### src/rtl/hyper_burst_arbiter.sv
// ---------------------------------------------------------------------------
// hyper_burst_arbiter
//
// N-master to 1-slave request/grant arbiter for the uDMA HyperBus
// command/data path. A winning master keeps the grant until the beat that
// carries its last flag. A burst is cut short after MAX_BURST beats, which
// forces re-arbitration. The arbitration mode is selected at runtime:
// round-robin, or fixed priority where the lowest index wins.
//
// Ports:
//   clk      in   clock
//   rst_n    in   asynchronous active-low reset
//   mode_i   in   0 = round-robin, 1 = fixed priority (lowest index wins)
//   req_i    in   [N_MASTER] per-master request
//   last_i   in   [N_MASTER] per-master "this beat ends the burst"
//   data_i   in   [N_MASTER][DATA_WIDTH] per-master payload
//   gnt_o    out  [N_MASTER] per-master grant (one-hot or zero)
//   req_o    out  request to slave
//   gnt_i    in   grant from slave
//   data_o   out  [DATA_WIDTH] payload of the selected master
//   last_o   out  burst end toward slave (real or forced by the beat cap)
//   id_o     out  [LOG_MASTER] index of the selected master
//   busy_o   out  high while a burst is locked
// ---------------------------------------------------------------------------
module hyper_burst_arbiter #(
  parameter int DATA_WIDTH = 32,
  parameter int N_MASTER   = 4,
  parameter int LOG_MASTER = (N_MASTER == 1) ? 1 : $clog2(N_MASTER),
  parameter int MAX_BURST  = 16,
  parameter int CNT_WIDTH  = $clog2(MAX_BURST + 1)
) (
  input  logic                                clk,
  input  logic                                rst_n,
  input  logic                                mode_i,
  input  logic [N_MASTER-1:0]                 req_i,
  input  logic [N_MASTER-1:0]                 last_i,
  input  logic [N_MASTER-1:0][DATA_WIDTH-1:0] data_i,
  output logic [N_MASTER-1:0]                 gnt_o,
  output logic                                req_o,
  input  logic                                gnt_i,
  output logic [DATA_WIDTH-1:0]               data_o,
  output logic                                last_o,
  output logic [LOG_MASTER-1:0]               id_o,
  output logic                                busy_o
);

  localparam logic [0:0] ST_IDLE   = 1'b0;
  localparam logic [0:0] ST_LOCKED = 1'b1;

  localparam logic [LOG_MASTER-1:0] LAST_IDX  = LOG_MASTER'(N_MASTER - 1);
  localparam logic [CNT_WIDTH-1:0]  CNT_FORCE = CNT_WIDTH'(MAX_BURST - 1);

  logic [0:0]            r_state;
  logic [LOG_MASTER-1:0] r_rr_ptr;
  logic [LOG_MASTER-1:0] r_owner;
  logic [CNT_WIDTH-1:0]  r_beat_cnt;

  logic [LOG_MASTER-1:0] w_fp_sel;
  logic [LOG_MASTER-1:0] w_rr_sel;
  logic [LOG_MASTER-1:0] w_sel;
  logic [LOG_MASTER-1:0] w_rr_next;
  logic                  w_locked;
  logic                  w_beat;

  // Fixed priority: scan from the top down so the lowest index is written last.
  always_comb begin
    w_fp_sel = '0;
    for (int k = N_MASTER - 1; k >= 0; k--) begin
      if (req_i[k]) begin
        w_fp_sel = LOG_MASTER'(k);
      end
    end
  end

  // Round-robin: search rr_ptr, rr_ptr+1, ... and wrap modulo N_MASTER, so a
  // non-power-of-2 master count never produces an out-of-range index.
  always_comb begin
    int                    idx;
    logic [LOG_MASTER-1:0] w_idx;
    logic                  w_found;
    idx      = 0;
    w_idx    = '0;
    w_found  = 1'b0;
    w_rr_sel = '0;
    for (int k = 0; k < N_MASTER; k++) begin
      idx = int'(r_rr_ptr) + k;
      if (idx >= N_MASTER) begin
        idx = idx - N_MASTER;
      end
      w_idx = LOG_MASTER'(idx);
      if (!w_found && req_i[w_idx]) begin
        w_found  = 1'b1;
        w_rr_sel = w_idx;
      end
    end
  end

  assign w_locked = (r_state == ST_LOCKED);
  assign w_sel    = w_locked ? r_owner : (mode_i ? w_fp_sel : w_rr_sel);

  // While locked, only the owner's request reaches the slave. Other masters
  // stay masked even if they request.
  assign req_o  = w_locked ? req_i[r_owner] : (|req_i);
  assign id_o   = w_sel;
  assign data_o = data_i[w_sel];
  assign last_o = req_o && (last_i[w_sel] || (r_beat_cnt == CNT_FORCE));
  assign busy_o = w_locked;

  // A grant with no request is ignored, so gnt_o stays zero in that case.
  assign w_beat = req_o && gnt_i;

  genvar gi;
  generate
    for (gi = 0; gi < N_MASTER; gi++) begin : g_gnt
      assign gnt_o[gi] = w_beat && (w_sel == LOG_MASTER'(gi));
    end
  endgenerate

  assign w_rr_next = (w_sel == LAST_IDX) ? '0 : (w_sel + LOG_MASTER'(1));

  always_ff @(posedge clk or negedge rst_n) begin
    if (!rst_n) begin
      r_state    <= ST_IDLE;
      r_rr_ptr   <= '0;
      r_owner    <= '0;
      r_beat_cnt <= '0;
    end else if (w_beat) begin
      if (last_o) begin
        // The pointer also advances in fixed mode, so round-robin stays fair
        // after a mode switch.
        r_state    <= ST_IDLE;
        r_beat_cnt <= '0;
        r_rr_ptr   <= w_rr_next;
      end else if (!w_locked) begin
        r_state    <= ST_LOCKED;
        r_owner    <= w_sel;
        r_beat_cnt <= CNT_WIDTH'(1);
      end else begin
        r_beat_cnt <= r_beat_cnt + CNT_WIDTH'(1);
      end
    end
  end

endmodule

### config.mk
export PLATFORM = sky130hd
export DESIGN_NAME = hyper_burst_arbiter
export DESIGN_NICKNAME = d
export VERILOG_FILES = /design/src/rtl/hyper_burst_arbiter.sv
export SDC_FILE = /design/constraint.sdc
export NUM_CORES = 1
export LEC_CHECK = 0
export BUFFER_PORTS_ARGS = -buffer_cell sky130_fd_sc_hd__buf_2
export CAP_MARGIN = 20
export CORE_MARGIN = 4
export CORE_UTILIZATION = 34
export CTS_CLUSTER_DIAMETER = 200
export DETAILED_ROUTE_END_ITERATION = 8
export PLACE_DENSITY_LB_ADDON = 0.3
export SETUP_SLACK_MARGIN = 0.3
export SKIP_CTS_REPAIR_TIMING = 1
export SYNTH_ARGS = -nofsm -noshare
export SYNTH_HDL_FRONTEND = slang
export SYNTH_SLANG_ARGS = --single-unit
### constraint.sdc
create_clock -name clk -period 2.8 [get_ports clk]
set_clock_uncertainty 0.05 [all_clocks]
set_input_delay 0.56 -clock clk [delete_from_list [all_inputs] [get_ports clk]]
set_output_delay 0.56 -clock clk [all_outputs]
set_load 0.05 [all_outputs]
======== After elaboration in Yosys (flattened, before gate mapping) ========
Index checks and enable logic that the tools add are counted.
operators by class
  add/subtract/negate cells ............... 9
  order comparisons ....................... 10
  equality and inequality tests ........... 4
  multiplexer cells ....................... 36
  bitwise logic cells ..................... 2
  reductions and logical operators ........ 17
operators with widths
  operator                                                           count
  binary-select mux 32 bit (select 2 bit)                            1
  2-to-1 mux 32 bit                                                  1
  2-to-1 mux 2 bit                                                   15
  less-than comparator 2 x 3 -> 1 bit, second input constant         6
  binary-select mux 1 bit (select 2 bit)                             6
  2-to-1 mux 1 bit                                                   11
  2-to-1 mux 5 bit                                                   2
  greater-or-equal comparator 3 bit, second input constant           3
  logical AND 1 bit                                                  9
  subtractor 2 x 1 -> 2 bit, second input constant                   4
  adder 2 x 2 -> 3 bit, second input constant                        2
  adder 5 x 1 -> 5 bit, second input constant                        1
  equality test 5 x 4 -> 1 bit, second input constant                1
  equality test 2 bit, second input constant                         2
  OR reduction 4 bit                                                 1
  adder 2 x 1 -> 3 bit, second input constant                        1
  greater-or-equal comparator 2 x 3 -> 1 bit, second input constant  1
  zero test 1 bit                                                    3
  AND reduction 3 bit                                                1
  adder 2 x 1 -> 2 bit, second input constant                        1
  equality test 2 x 1 -> 1 bit, second input constant                1
  zero test 2 bit                                                    1
  NOT 1 bit                                                          2
  AND reduction 2 bit                                                1
  logical OR 1 bit                                                   1
word-level totals
  register bits after elaboration ......... 10
  input bits .............................. 140
  output and inout port bits .............. 41
  word-level logic and storage cells ...... 82

======== Longest topological paths before layout ========
Gate-level depths: netlist of run 1.
  word-level depth ........................ 22
  depth in mapped cells ................... 9
  gate-level depth less buffers ........... 7

======== Worst setup path after synthesis of run 1 ========
No wires, ideal clock.
  path type ............................... input-to-output
  from .................................... input port req_i[1]
  to ...................................... output port data_o[22]
  arrival ................................. 2.989 ns
  data required time ...................... 2.190 ns
  slack ................................... -0.799 ns
  stages on the path ...................... 9
  buffers on the path ..................... 4
  cell sequence ........................... buf_2 -> nand2b_1 -> o211a_1 -> o31ai_1 -> clkbuf_1 -> buf_2 -> buf_4 -> nand2_1 -> a31oi_1
between the ends
  cells in the longest elaborated chain, start to end .. 16
  elaborated cells on any way between the ends .. 27
  classes of those cells .................. 21 x mux; 6 x reduce/logical
ends and longest elaborated chain
  what                                         RTL line  source
  start, declared                              35        input logic [N_MASTER-1:0] req_i,
  binary-select mux 1 bit (select 2 bit)       91        if (!w_found && req_i[w_idx]) begin
  2-to-1 mux 1 bit (implied by the code)       91
  2-to-1 mux 1 bit                             91
  zero test 1 bit                              91
  logical AND 1 bit                            91
  2-to-1 mux 1 bit                             91
  zero test 1 bit                              91
  logical AND 1 bit                            91
  2-to-1 mux 1 bit                             91
  zero test 1 bit                              91
  logical AND 1 bit                            91
  2-to-1 mux 2 bit                             91
  2-to-1 mux 2 bit (*) (2 in a row)            99        assign w_sel = w_locked ? r_owner : (mode_i ? w_fp_sel : w_rr_sel);
  via id_o[1]                                  43        output logic [LOG_MASTER-1:0] id_o,
  binary-select mux 32 bit (select 2 bit) (*)  105       assign data_o = data_i[w_sel];
  2-to-1 mux 32 bit (implied by the code) (*)  105
  end, declared                                41        output logic [DATA_WIDTH-1:0] data_o,
Mark *: on every way through the listed nets, which the timed path passes. The rest lies on a longest branch. The select of a mux whose other input is x is not followed.

======== Final worst setup path of run 1 ========
  from .................................... register r_rr_ptr[1]
  to ...................................... output port data_o[10]
between the ends
  cells in the longest elaborated chain, start to end .. 18
  elaborated cells on any way between the ends .. 40
  classes of those cells .................. 7 x add/sub; 4 x order compare; 23 x mux; 6 x reduce/logical
ends and longest elaborated chain
  what                                                           RTL line  source
  start, declared                                                54        logic [LOG_MASTER-1:0] r_rr_ptr;
  start signal, assigned                                         133       r_rr_ptr <= w_rr_next;
  branches (longest 13 deep; another with adder 2 x 1 -> 3 bit)  -
  2-to-1 mux 2 bit (*)                                           91
  2-to-1 mux 2 bit (*) (2 in a row)                              99
  binary-select mux 32 bit (select 2 bit) (*)                    105
  2-to-1 mux 32 bit (implied by the code) (*)                    105
Every way passes the cells marked *. The select of a mux whose other input is x is not followed.

==> qor.csv, run 1 <==
metric;value;unit
dieArea;7070;sq um
max_freq;0.301;GHz
final_common_cell;buf_2;
core;5570;sq um
fp.dieH;84.1;um
dr.pass1.iters;6;
grt_max_degree;19;
avgSynthCellArea;6.65;sq um
ff2ff_setup_slack;-0.08;ns
antenna_found_initial;2;
final_util;92.0;%
fin_setup_tns;-12.37;ns
drcViolationCount;0;
synth_edf_count;0;
power;8.23;mW
setup_slack;-0.525;ns
cts_buffer_depth;2;
ios;181;
path_class;reg -> out;
rr_worst_depth;11;
multi_input_area;2490;sq um
violations;negative setup slack;
grt_util_all_layers;26.7;%
grt_pass1_wl;15.7;mm
cpPeakStageDelay;0.46;ns
synth-seq-cells;10;
synthCells;296;
yosysSeqAreaShare;12.7;%
cts.clk_slew.worst_paths;0.06;ns
wl_per_cell;28.5;um
yosysUniqueCellTypes;41;
crit_chain;buf_6 -> and2_4 -> o211a_4 -> o31ai_4 -> buf_6 -> buf_6 -> and2_1 -> a211oi_2 -> buf_4 -> a31oi_4 -> buf_12;
cts_tree;built;
finalNetCount;691;
cp_common_cell;buf_6;
placementRows;27;
vias;4133;
gp_congestion;0.923;
fin_crit;3.33;ns
cts.sinks;10;
grt_pass1_vias;3208;
crit_path_end_kind;output port;
clk_latency;0.25;ns
peakVddDrop;1140;uV
grtUsageMet3;4.05;%
async_reset_ff_share;100;%
slew_headroom;67.3;%
cts_root_buffer;clkbuf_8;
setup_viol;40;
period_share;119;%
crit_buf_inv;5;
critPathSlowestCell;dfrtp_2;
seqCellArea;253;sq um
layout_common_cells;buf_2 (141), nand2_1 (65), buf_4 (57);
via_per_inst;6.67;
met1_usage;31.9;%
initial_core_util;35.3;%
synth.net_count;442;
drv_cap;0;
ys.flop_type;dfrtp_1;
p_leak;2.30;nW
critPathRequiredTime;2.19;ns
grtUsageMet2;48.2;%
grt.overflow.total;0;
cts-htree-levels;1;
ant_nets;0;
wirelength;17.7;mm
power_density;1600;nW/um^2
critPathTopFamily;buffers and inverters;
numCtsBuffers;3;
status;finished, violations left;
path_max_fanout;7;
initialDrtViolationCount;471;
synthToLayoutAreaGrowth;160;%
worstReg2RegEnd;r_beat_cnt[3];
synth_warnings;0;
drive_above_1_share;70.8;%
fillCellCount;190;
final-hold-violation-count;0;
start_kind;flip-flop;
arrival;2.72;ns
numPortBuffers;180;
worst_pin_slew;0.491;ns
rsz0062_at_grt;yes;
whs;0.124;ns
r2r_start;r_rr_ptr[1];
cp_num_cells;11;
slew_viol_final;0;
fp.dieW;84.1;um
min_path_type;in -> async;
syn-cell-area;1970;sq um
top_usage_layer;met2;
dp_hpwl;8.20;mm
[cells in the mapped netlist (6+ instances only)]
master	n	share of area, %
nand2_1	74	14
and2_1	39	12
a31oi_1	33	10
a211oi_1	32	12
clkbuf_1	14	2.7
buf_2	10	2.5
dfrtp_1	10	13
nand2b_1	7	2.2
ha_1	6	3.8
inv_1	6	1.1
o211ai_1	6	2.3
[worst register-to-register path, stage by stage, from the launching register on]
cell	delay, ns
dfrtp_2	0.46
mux2_4	0.32
a2111o_1	0.42
o211ai_4	0.22
buf_6	0.16
buf_12	0.14
inv_8	0.05
buf_4	0.13
buf_6	0.13
o311ai_4	0.30
nor3_2	0.11
a22o_1	0.25
[where the power goes]
group          total (mW)  switching, mW  internal [mW]
clock network       0.163         0.0630          0.100
logic                7.81           4.44           3.37
registers           0.253         0.0616          0.191
[layout make-up]
| class | instances | share of cell area [%] |
|---|---|---|
| flip-flops and latches | 10 | 4.93 |
| clock buffers | 4 | 0.878 |
| inverters | 7 | 0.805 |
| repair buffers | 269 | 42.9 |
| diodes | 4 | 0.195 |
| multi-input cells | 254 | 48.5 |
| well taps | 72 | 1.76 |
[metrics by stage]
stage                     setup slack (ns)  cells  instance area [sq um]
after floorplan                    -0.0841    296                   2810
after global placement              -0.261    582                   4140
after detailed placement            -0.307    582                   4140
after CTS                           -0.426    586                   4180
after global routing                -0.574    620                   5130
final                               -0.525    620                   5130
[sequential cells by signal, indices dropped and copies added, names as in the netlist]
signal / flops
r_rr_ptr: 2
r_beat_cnt: 5
r_owner: 2
busy_o: 1
[layer usage]
layer	vias to the layer above	part of all wire, %	wire (um)
met5	-	0.062	11
met1	1855	30	5390
met4	2	10	1800
met3	200	13	2350
li1	1582	-	-
met2	494	46	8130
[logic make-up after synthesis]
| group | after synthesis | synth area share [%] |
|---|---|---|
| AOI/OAI and AO/OA | 98 | 37.4 |
| adders and majority gates | 6 | 3.81 |
| buffers and inverters | 32 | 7.05 |
| DFF | 10 | 12.7 |
| muxes | 7 | 3.75 |
| and+or+nand+nor | 143 | 35.3 |
[worst max-delay path by stage]
stage                           start    endpoint  slack [ns]
after global placement       req_i[0]   data_o[8]       -0.26
after floorplan              req_i[0]    gnt_o[1]       -0.08
final                     r_rr_ptr[1]  data_o[10]       -0.53
after global routing      r_rr_ptr[1]  data_o[10]       -0.57
after CTS                 r_rr_ptr[1]  data_o[23]       -0.43
after detailed placement     req_i[0]   data_o[8]       -0.31
(Power assumes the default switching activity.)
==> run 2, diff against run 1 <==
--- a/config.mk
+++ b/config.mk
@@ -12,6 +12,7 @@
 export CTS_CLUSTER_DIAMETER = 200
 export DETAILED_ROUTE_END_ITERATION = 8
 export PLACE_DENSITY_LB_ADDON = 0.3
+export RECOVER_POWER = 100
 export SETUP_SLACK_MARGIN = 0.3
 export SKIP_CTS_REPAIR_TIMING = 1
 export SYNTH_ARGS = -nofsm -noshare
==> run 2 against run 1 <==
- the flow still finishes with violations (negative setup slack)
- clock power about the same
- fmax rose by 0.64%
- wire length decreased by 1.1%
- final cell count did not move
- utilization hardly changed
- register-to-register slack about the same
- flip-flop and latch count is the same
- sequential share of layout area about the same
- non-clock buffer count did not move
- worst hold slack better by 0.12 ns
- die area stayed put
- sequential power hardly changed
==> qor.csv, run 2 (synthesis gave the netlist of run 1 again) <==
metric;value;unit;change
status;finished, violations left;;
violations;negative setup slack;;
setup_viol;41;;+2.5%
min_path_type;in -> async;;
slew_viol_final;0;;unchanged
path_class;reg -> out;;
peakVddDrop;1140;uV;-0.11%
period_share;118;%;-0.75 points
initial_core_util;35.3;%;unchanged
p_leak;2.29;nW;-0.22%
initialDrtViolationCount;415;;-12%
clk_latency;0.25;ns;about the same
clkPwrFrac;2.0;%;about the same
dr.pass1.iters;5;;-1
final_util;92.0;%;about the same
rsz0062_at_grt;yes;;
dp_hpwl;8.20;mm;unchanged
via_per_inst;6.63;;-0.48%
fin_crit;3.30;ns;-0.0211 ns
critPathRequiredTime;2.19;ns;about the same
grt_util_all_layers;26.7;%;unchanged
cts_root_buffer;clkbuf_8;;
synthToLayoutAreaGrowth;160;%;about the same
finalNetCount;691;;unchanged
start_kind;flip-flop;;
grt_max_degree;19;;unchanged
fp.dieW;84.1;um;unchanged
drcViolationCount;0;;unchanged
path_max_fanout;9;;+2
dieArea;7070;sq um;unchanged
numPortBuffers;180;;unchanged
pwr-share-comb;94.9;%;about the same
cts.clk_slew.worst_paths;0.06;ns;about the same
max_freq;0.303;GHz;+0.64%
cts_buffer_depth;2;;unchanged
final_common_cell;buf_2;;
grt_pass1_vias;3208;;unchanged
antenna_found_initial;2;;unchanged
ant_nets;0;;unchanged
crit_path_end_kind;output port;;
wirelength;17.5;mm;-1.1%
worst_pin_slew;0.609;ns;+0.118 ns
regMostFlops;r_beat_cnt;;
cts_tree;built;;
grt.overflow.total;0;;unchanged
layout_common_cells;buf_2 (139), nand2_1 (65), buf_4 (57);;
intPower;3.66;mW;about the same
ios;181;;unchanged
seqPwrFrac;3.1;%;about the same
reg.largest.list;r_beat_cnt: 5 flops, r_owner: 2 flops, r_rr_ptr: 2 flops;;
largest_reg_flops;5;;unchanged
arrival;2.69;ns;-0.03 ns
slew_headroom;59.4;%;-7.8 points
vias;4113;;-0.48%
fp.dieH;84.1;um;unchanged
power_density;1600;nW/um^2;-0.14%
final-hold-violation-count;0;;unchanged
cts-htree-levels;1;;unchanged
swShare;55.5;%;-0.069 points
cts.sinks;10;;unchanged
wl_per_cell;28.2;um;-1.1%
drive_above_1_share;70.4;%;-0.37 points
setup_slack;-0.504;ns;+0.0211 ns
grt_pass1_wl;15.7;mm;unchanged
numCtsBuffers;3;;unchanged
core;5570;sq um;unchanged
p_switching;4.55;mW;-0.31%
drv_cap;0;;unchanged
gp_congestion;0.923;;unchanged
placementRows;27;;unchanged
whs;0.242;ns;+0.117 ns
pre_cts_slack;-0.307;ns;unchanged
run 2: final timing paths:
kind,slack [ns],to,depth (start not counted),startpoint
setup / recovery,-0.50,data_o[10],11,r_rr_ptr[1]
min in group clk,0.52,r_beat_cnt[4],2,r_beat_cnt[4]
hold / removal,0.24,r_rr_ptr[0],1,rst_n
hold reg to reg,0.52,r_beat_cnt[4],2,r_beat_cnt[4]
setup reg to reg,-0.09,r_beat_cnt[3],11,r_rr_ptr[1]
max in group asynchronous,2.03,r_rr_ptr[1],1,rst_n
run 2: area by class of cell:
class / instances / area [sq um]
multi-input combinational: 254 / 2490
sequential: 10 / 253
clock buffer: 4 / 45.0
timing repair buffer: 269 / 2200
inverter: 7 / 41.3
antenna: 4 / 10.0
tap: 72 / 90.1
fill: 189 / 448
run 2: critical path, cell delays in order, from the launching register on:
cell and delay (ns):
dfrtp_2 0.45, buf_6 0.14, and2_4 0.13, o211a_4 0.24
o31ai_4 0.23, buf_6 0.21, inv_8 0.08, buf_12 0.16
a211oi_2 0.37, buf_4 0.20, a31oi_4 0.04, buf_12 0.16
run 2: per-layer routing:
| layer | track usage, % | vias up | share of wire, % | wire length, um |
|---|---|---|---|---|
| met1 | 31.9 | 1881 | 31 | 5410 |
| met4 | 9.06 | 2 | 11 | 1890 |
| li1 | - | 1581 | - | - |
| met3 | 4.05 | 194 | 13 | 2220 |
| met2 | 48.2 | 455 | 46 | 7970 |
| met5 | 0 | - | 0.063 | 11 |
run 2: power groups by stage:
stage / sequential (mW) / combinational [mW] / clock [mW]
after detailed placement: 0.238 / 5.59 / 0
after CTS: 0.237 / 5.61 / 0.159
after global placement: 0.235 / 5.49 / 0
final: 0.252 / 7.79 / 0.164
after floorplan: 0.260 / 4.15 / 0
after global routing: 0.250 / 7.95 / 0.172
run 2: metrics by stage:
| stage | power (mW) | instance area (sq um) | TNS (ns) | instances |
|---|---|---|---|---|
| after floorplan | 4.41 | 2810 | -1.36 | 296 |
| after global placement | 5.72 | 4140 | -8.43 | 582 |
| after detailed placement | 5.83 | 4140 | -10.12 | 582 |
| after CTS | 6.01 | 4180 | -13.19 | 586 |
| after global routing | 8.38 | 5130 | -13.71 | 620 |
| final | 8.21 | 5130 | -12.35 | 620 |
==> run 3, diff against run 2 <==
==> constraint.sdc (replaced) <==
create_clock -name clk -period 2.8 [get_ports clk]
set_clock_uncertainty 0.05 [all_clocks]
set_input_delay 0.28 -clock clk [delete_from_list [all_inputs] [get_ports clk]]
set_output_delay 0.28 -clock clk [all_outputs]
set_load 0.05 [all_outputs]
==> run 3 against run 2 <==
- the run now ends clean
- largest power group unchanged
- fmax up 19%
- via count shrank 25%
- worst hold slack improved by 0.19 ns
- register-to-register slack better by 0.29 ns
- sequential power fell by 3%
- design area decreased by 13%
- power is 17% lower
- sequential share of layout area is 0.69 points higher
==> qor.csv, run 3 (synthesis gave the netlist of run 1 again) <==
metric;value;unit;change
final-hold-violation-count;0;;unchanged
layout_common_cells;buf_2 (138), nand2_1 (72), buf_6 (38);;
gp_congestion;0.899;;-2.6%
fin_crit;2.78;ns;-0.525 ns
cts_buffer_depth;2;;unchanged
start_kind;flip-flop;;
crit_buf_inv;2;;-4
worstHoldPathCells;2;;
initialDrtViolationCount;112;;-73%
wl_per_cell;19.1;um;-32%
clk_latency;0.24;ns;about the same
ant_nets;0;;unchanged
final_common_cell;buf_2;;
peakVddDrop;1120;uV;-1.4%
dp_cells;536;;-7.9%
placementRows;27;;unchanged
path_max_fanout;20;;+11
cpPeakStageDelay;0.46;ns;about the same
initial_core_util;35.3;%;unchanged
grt.overflow.total;0;;unchanged
status;finished clean;;
critPathSlowestCell;a2111o_1;;
drv_cap;0;;unchanged
period_share;99.2;%;-19 points
ff2ff_setup_slack;0.20;ns;+0.29 ns
wirelength;10.6;mm;-39%
fp.dieH;84.1;um;unchanged
regMostFlops;r_beat_cnt;;
num_antenna_cells;0;;-4
slew_headroom;60.6;%;+1.2 points
antenna_found_initial;0;;-2
finalNetCount;632;;-8.5%
final_cells;557;;-10%
cts_tree;built;;
dr.pass1.iters;4;;-1
fp.dieW;84.1;um;unchanged
drcViolationCount;0;;unchanged
power_density;1530;nW/um^2;-4.4%
critPathRequiredTime;2.47;ns;+0.28 ns
cts.sinks;10;;unchanged
cts-htree-levels;1;;unchanged
seqCellArea;251;sq um;-0.49%
rsz0062_at_grt;yes;;
arrival;2.45;ns;-0.24 ns
intPower;2.86;mW;-22%
numPortBuffers;180;;unchanged
whs;0.436;ns;+0.194 ns
dp_hpwl;6.66;mm;-19%
fillCellCount;362;;+92%
critPathTopFamily;compound AO/OA/AOI/OAI gates;;
swShare;58.2;%;+2.7 points
multi_input_area;2480;sq um;-0.50%
worstReg2RegEnd;r_rr_ptr[1];;
r2r_start;r_rr_ptr[1];;
reg.largest.list;r_beat_cnt: 5 flops, r_owner: 2 flops, r_rr_ptr: 2 flops;;
rr_worst_depth;8;;-3
clkPwrFrac;2.7;%;+0.7 points
cts.clk_slew.worst_paths;0.05;ns;about the same
p_switching;3.99;mW;-12%
crit_chain;mux2_4 -> a2111o_1 -> o211ai_4 -> buf_12 -> a211oi_1 -> a31oi_4 -> buf_6;;
via_per_inst;5.57;;-16%
core;5570;sq um;unchanged
p_leak;1.89;nW;-18%
min_path_type;reg -> reg;;
crit_path_end_kind;output port;;
hold_end;r_beat_cnt[4];;
setup_viol;0;;-100%
worst_pin_slew;0.594;ns;-0.0148 ns
path_class;reg -> out;;
largest_reg_flops;5;;unchanged
ios;181;;unchanged
drive_above_1_share;60.8;%;-9.6 points
grt_pass1_vias;2811;;-12%
vias;3104;;-25%
numCtsBuffers;3;;unchanged
slew_viol_final;0;;unchanged
cts_root_buffer;clkbuf_8;;
grt_util_all_layers;22.2;%;-4.5 points
dieArea;7070;sq um;unchanged
seqPwrFrac;3.6;%;+0.5 points
grt_pass1_wl;13.3;mm;-16%
pwr-share-comb;93.7;%;-1.2 points
synthToLayoutAreaGrowth;127;%;
hold_path.startpoint;r_beat_cnt[4];;
max_freq;0.360;GHz;+19%
grt_max_degree;41;;+22
## run 3: worst max path at each step
stage | start | endpoint | slack [ns] | cells after the start
after global routing | r_rr_ptr[1] | last_o | -0.05 | 8
final | r_rr_ptr[1] | data_o[15] | 0.02 | 7
after detailed placement | r_rr_ptr[1] | data_o[8] | 0.15 | 9
after global placement | req_i[2] | data_o[0] | 0.17 | 9
after CTS | r_rr_ptr[1] | data_o[8] | -0.11 | 9
after floorplan | req_i[1] | data_o[22] | 0.27 | 9
## run 3: power groups by stage
stage | Sequential (mW) | Clock [mW] | Combinational, mW
6_report | 0.245 | 0.188 | 6.42
5_1_grt | 0.251 | 0.203 | 6.67
4_1_cts | 0.242 | 0.190 | 4.71
3_5_place_dp | 0.245 | 0 | 4.69
3_3_place_gp | 0.242 | 0 | 4.64
2_1_floorplan | 0.253 | 0 | 3.79
## run 3: layout make-up
type / count / area share, %
Multi-Input combinational cell: 254 / 55.4
Timing Repair Buffer: 210 / 35.0
Clock buffer: 4 / 1.23
Sequential cell: 10 / 5.62
Tap cell: 72 / 2.01
Inverter: 7 / 0.699
## run 3: metrics by stage
step / utilization (%) / setup TNS (ns) / setup slack (ns) / power, mW / cell area [sq um]
4_1_cts: 64.1 / -2.61 / -0.108 / 5.14 / 3570
2_1_floorplan: - / 0 / 0.266 / 4.04 / 2530
3_3_place_gp: 63.1 / 0 / 0.174 / 4.88 / 3520
5_1_grt: 80.2 / -0.472 / -0.0485 / 7.12 / 4470
3_5_place_dp: 63.1 / 0 / 0.153 / 4.94 / 3520
6_report: 80.2 / 0 / 0.0212 / 6.85 / 4470
## run 3: worst reg2reg max path, cell delays in order (launching register included)
cell      delay [ns]
dfrtp_1         0.40
mux2_4          0.31
a2111o_1        0.46
o211ai_4        0.24
buf_6           0.19
nor4_4          0.05
buf_4           0.15
a311oi_2        0.26
mux2_1          0.36
## run 3: per-layer routing
layer	GRT usage, %	routed length [um]
met2	38.4	5410
met3	5.23	826
met1	27.3	4000
met4	6.29	376
met5	0	0
